$ cat config.mk
export PLATFORM = sky130hd
export DESIGN_NAME = inst_buffer
export DESIGN_NICKNAME = d
export VERILOG_FILES = /design/src/rtl/inst_buffer_pkg.sv /design/src/rtl/inst_buffer.sv
export SDC_FILE = /design/constraint.sdc
export NUM_CORES = 2
export LEC_CHECK = 0
export CORE_MARGIN = 5
export CORE_UTILIZATION = 45
export DETAILED_ROUTE_END_ITERATION = 10
export GPL_TIMING_DRIVEN = 0
export PLACE_DENSITY = 0.67
export SLEW_MARGIN = 25
export SYNTH_ARGS = -nofsm -noshare
export SYNTH_HDL_FRONTEND = slang
export SYNTH_SLANG_ARGS = --single-unit
$ cat constraint.sdc
create_clock -name clk -period 8.25 [get_ports clk]
set_clock_uncertainty 0.2 [all_clocks]
set_input_delay 1.65 -clock clk [delete_from_list [all_inputs] [get_ports clk]]
set_output_delay 1.65 -clock clk [all_outputs]
set_load 0.03 [all_outputs]
$ cat src/rtl/inst_buffer_pkg.sv
// Shared constants and types for the fetch-to-decode instruction buffer.
package inst_buffer_pkg;

    localparam int          INST_BUF_DEPTH = 16;
    localparam logic [31:0] ZERO_WORD      = 32'h0000_0000;
    localparam logic        FLUSH          = 1'b1;

    typedef enum logic {
        SINGLE_ISSUE = 1'b0,
        DUAL_ISSUE   = 1'b1
    } issue_mode_e;

    typedef struct packed {
        logic [31:0] inst;
        logic [31:0] pc;
    } entry_t;

endpackage

$ cat src/rtl/inst_buffer.sv
// Dual-issue instruction queue: fetch pushes 0-2 entries per cycle, decode pops 1-2.
module inst_buffer
    import inst_buffer_pkg::*;
#(
    parameter int DEPTH  = INST_BUF_DEPTH,
    parameter int ADDR_W = 4
) (
    input  logic              clk,
    input  logic              reset,
    input  logic              flush_i,
    input  logic              flush_keep_ds_i,
    input  logic              stall_i,
    input  logic              push1_valid_i,
    input  logic              push2_valid_i,
    input  logic [31:0]       push1_inst_i,
    input  logic [31:0]       push2_inst_i,
    input  logic [31:0]       push1_pc_i,
    input  logic [31:0]       push2_pc_i,
    input  logic              issue_en_i,
    input  logic              issue_mode_i,
    output logic [31:0]       inst1_o,
    output logic [31:0]       inst2_o,
    output logic [31:0]       pc1_o,
    output logic [31:0]       pc2_o,
    output logic              inst1_valid_o,
    output logic              inst2_valid_o,
    output logic              full_o,
    output logic [ADDR_W:0]   count_o
);

    localparam logic [ADDR_W:0] DEPTH_W = (ADDR_W+1)'(DEPTH);
    localparam logic [ADDR_W:0] ONE_W   = (ADDR_W+1)'(1);
    localparam logic [ADDR_W:0] TWO_W   = (ADDR_W+1)'(2);

    entry_t mem [DEPTH];

    logic [ADDR_W-1:0] head, tail, head_n, tail_n, head_p1, tail_p1;
    logic [ADDR_W:0]   count, count_n, push_n, pop_n;
    logic              full, flushing, do_push1, do_push2, pop_en;

    assign head_p1  = head + 1'b1;
    assign tail_p1  = tail + 1'b1;
    assign full     = (DEPTH_W - count) < TWO_W;
    assign flushing = (flush_i == FLUSH);

    // A push while full is dropped as a whole pair, never split.
    assign do_push1 = push1_valid_i & ~full & ~flushing;
    assign do_push2 = push2_valid_i & do_push1;
    assign pop_en   = issue_en_i & ~stall_i & ~flushing;

    always_comb begin
        push_n  = (ADDR_W+1)'(do_push1) + (ADDR_W+1)'(do_push2);
        pop_n   = '0;
        if (pop_en) begin
            if (issue_mode_i == DUAL_ISSUE && count >= TWO_W) begin
                pop_n = TWO_W;
            end else if (count >= ONE_W) begin
                pop_n = ONE_W;
            end
        end
        head_n  = head + pop_n[ADDR_W-1:0];
        tail_n  = tail + push_n[ADDR_W-1:0];
        count_n = count + push_n - pop_n;
        if (flushing) begin
            // Keeping the delay slot collapses the queue to just the head entry.
            if (flush_keep_ds_i && count != '0) begin
                head_n  = head;
                tail_n  = head_p1;
                count_n = ONE_W;
            end else begin
                head_n  = '0;
                tail_n  = '0;
                count_n = '0;
            end
        end
    end

    always_ff @(posedge clk or posedge reset) begin
        if (reset) begin
            head  <= '0;
            tail  <= '0;
            count <= '0;
        end else begin
            head  <= head_n;
            tail  <= tail_n;
            count <= count_n;
        end
    end

    always_ff @(posedge clk) begin
        if (do_push1) mem[tail]    <= {push1_inst_i, push1_pc_i};
        if (do_push2) mem[tail_p1] <= {push2_inst_i, push2_pc_i};
    end

    always_comb begin
        inst1_o = ZERO_WORD;
        pc1_o   = ZERO_WORD;
        inst2_o = ZERO_WORD;
        pc2_o   = ZERO_WORD;
        if (count >= ONE_W) begin
            inst1_o = mem[head].inst;
            pc1_o   = mem[head].pc;
        end
        if (count >= TWO_W) begin
            inst2_o = mem[head_p1].inst;
            pc2_o   = mem[head_p1].pc;
        end
    end

    assign inst1_valid_o = (count >= ONE_W);
    assign inst2_valid_o = (count >= TWO_W);
    assign full_o        = full;
    assign count_o       = count;

endmodule

==> out/metrics.yaml <==
setup_path:
  regToRegSetupSlack_ps: 3860
  path_buf_inv: 4
  crit_arrival_ps: 5410
  slowest_delay_ps: 840
  r2r-end: "mem[15][33]$_DFFE_PP_"
  path_class: "flop to output port"
  crit_top_cell: "clkbuf_1"
  crit_chain: "ha_1 -> clkbuf_1 -> clkbuf_1 -> clkbuf_1 -> mux4_2 -> mux2i_1 -> o22ai_1 -> clkdlybuf4s50_1"
  reg2regPathDepth: 14
  cpMaxStageDelayCell: "clkdlybuf4s50_1"
  cp-end-kind: "output port"
  required_ps: 6400
  worst-path-max-fanout: 10
  r2r_start: "count_o[2]$_DFF_PP0_"
  critical-path-top-delay-family: "buffers and inverters"
  worst_setup_path_start_kind: "flop"
drt:
  wirelength_mm: 217
  drtAntennaViolNets: 0
  post-route-drc-count: 0
  drtIter0Drc: 4964
  wl_per_cell_um: 36.6
  vias: 39300
  first_pass_iters: 6
  via_per_inst: 6.64
cts:
  cts.path.max_buffers: 3
  cts_tree: "built"
  root_buffer: "clkbuf_16"
  hold_buffers: 0
  clock_sinks: 1037
  cts_inserted_buffers: 115
  cts_setup_buffers: 0
  htree_levels: 3
  cts.clk_slew.worst_paths_ps: 60
  clk_latency_ps: 740
  cts_resized: 0
hold_path:
  whs_endpoint: "head[0]$_DFFE_PP0P_"
  hold_path_class: "flop to flop"
  hold_depth: 2
  min_from: "head[0]$_DFFE_PP0P_"
placement:
  pre_cts_ws_ps: 1860
  routabilityCongestion: 0.837
  dp_hpwl_mm: 150
  numPortBuffers: 272
  dp_cells: 5691
synth:
  synth_cells: 3527
  synthMuxAreaShare: 0.425
  synth_top_area_share: 0.500
  synth.most_common_cell: "edfxtp_1"
  yosys-top-cells-area: "edfxtp_1 50%, mux4_2 19%, mux2_2 14%"
  synth_cell_types: 50
  synthAdderAreaFrac: 0.00456
  netlist_top_cells_count: "1024 x edfxtp_1, 765 x mux2_2, 512 x mux4_2"
  yosys.area.top_type: "edfxtp_1"
  synth-simple-area-share: 0.00684
  ys_seq_elements: 1037
  synth_compound_area_frac: 0.0170
  synthesis.nets: 3684
  ys_warn_count: 0
  syn_area_mm2: 0.0615
  synth_top_family_by_area: "multiplexers"
  synth_edf_count: 1024
  ys.flop_type: "edfxtp_1"
  async_flop_share: 0.0125
  ys_seq_area_frac: 0.506
  synthXorXnorAreaFrac: 0.00114
  avgSynthCellArea_um2: 17.4
global_route:
  grt_max_degree: 30
  grtUsageTotal: 0.295
  first_global_vias: 40000
  gr-total-overflow: 0
  grt_pass1_wl_mm: 304
  antenna_found_initial: 24
floorplanning:
  start_util: 0.453
  die_x_um: 380
  die-area_mm2: 0.144
  core_mm2: 0.136
  rows: 135
  ioPinCount: 273
  die_height_um: 380
final_layout:
  area_growth_syn_to_layout_pct: 17.8
  stdcell_count: 5922
  drive_above_1_share: 0.476
  nets: 4187
  fillers: 10800
  postLayoutCoreUtil: 0.534
timing:
  min_period_ps: 7260
  hold_viol: 0
  slew_violations: 0
  fin_ws_ps: 993
  fin_crit_sh: 0.880
  setup_viol: 0
  rsz0062_at_grt: "false"
  tightest_slew_ps: 1110
  relSlewSlack: 0.258
  tns_ps: 0
  fmax_ghz: 0.138
pwr:
  cellPowerDensity_mw_per_mm2: 255
  ir_drop_uv: 218
  p_leak_nw: 24.2
run_status:
  outcome: "finished clean"
job:
  max-cap-violations: 0
[routing by layer]
metal	track usage	share of wire	up-vias
met5	0	0.00030	-
met4	0.129	0.050	12
met3	0.0682	0.11	582
met2	0.480	0.48	2599
met1	0.379	0.37	20500
li1	-	-	15700
[worst max-delay path by stage]
stage	endpoint	startpoint	depth (start not counted)	slack, ps
2_1_floorplan	mem[13][0]$_DFFE_PP_	push1_valid_i	3	-740
3_3_place_gp	mem[15][33]$_DFFE_PP_	flush_i	4	-11520
3_5_place_dp	inst2_o[3]	head[1]$_DFFE_PP0P_	8	1860
4_1_cts	inst2_o[3]	head[1]$_DFFE_PP0P_	8	1110
5_1_grt	inst2_o[3]	head[1]$_DFFE_PP0P_	8	1010
6_report	inst2_o[3]	head[1]$_DFFE_PP0P_	8	990
[per-stage QoR]
step	total power, W	cell area [um^2]	hold WS, ps
floorplan	0.0104	61500	447
global placement	0.0132	66400	538
CTS	0.0185	72300	560
finish	0.0185	72400	560
global route	0.0190	72400	598
detailed placement	0.0133	68600	541
[state kept, by name, summed over array words and instances, names as in the netlist]
register / flops
mem: 1024
count_o: 5
head: 4
tail: 4
[cell type report]
cell class	count	area [um^2]	share of cell area
repair buffers	386	4740	0.0654
inverters	19	76.3	0.00105
plain buffers	415	2370	0.0328
multi-input cells	2056	28100	0.389
clock inverters	77	703	0.00971
clock buffers	137	3050	0.0421
flip-flops and latches	1037	31100	0.429
diodes	14	35.0	0.000484
well taps	1781	2230	0.0308
[power by group]
group | switching (W) | internal, W
Sequential | 0.000105 | 0.00605
Clock | 0.00222 | 0.00302
Combinational | 0.00420 | 0.00290
[cell families after synthesis]
logic type | count (synthesis)
flops | 1037
fa+ha+maj | 20
xor+xnor | 8
buf+inv | 434
simple gates | 73
compound gates | 163
mux | 1792
[layout by cell type (no fill, tap or decap), types with 14 or more instances in the layout]
cell type / count
o22ai_1: 130
clkinv_2: 31
ha_1: 16
clkdlybuf4s50_1: 272
clkinv_1: 25
mux4_2: 512
edfxtp_1: 1024
nand2_1: 14
clkbuf_1: 194
buf_16: 55
clkbuf_16: 119
inv_1: 17
diode_2: 14
buf_2: 150
buf_6: 76
mux2_1: 121
mux2i_1: 256
buf_4: 47
mux2_2: 765
mux2_4: 138
[worst min-delay path: stages, from the launching register on]
cell and delay (ps):
dfrtp_1 430, ha_1 170, a22o_1 130
No activity file was read; power rests on OpenSTA's default activity.
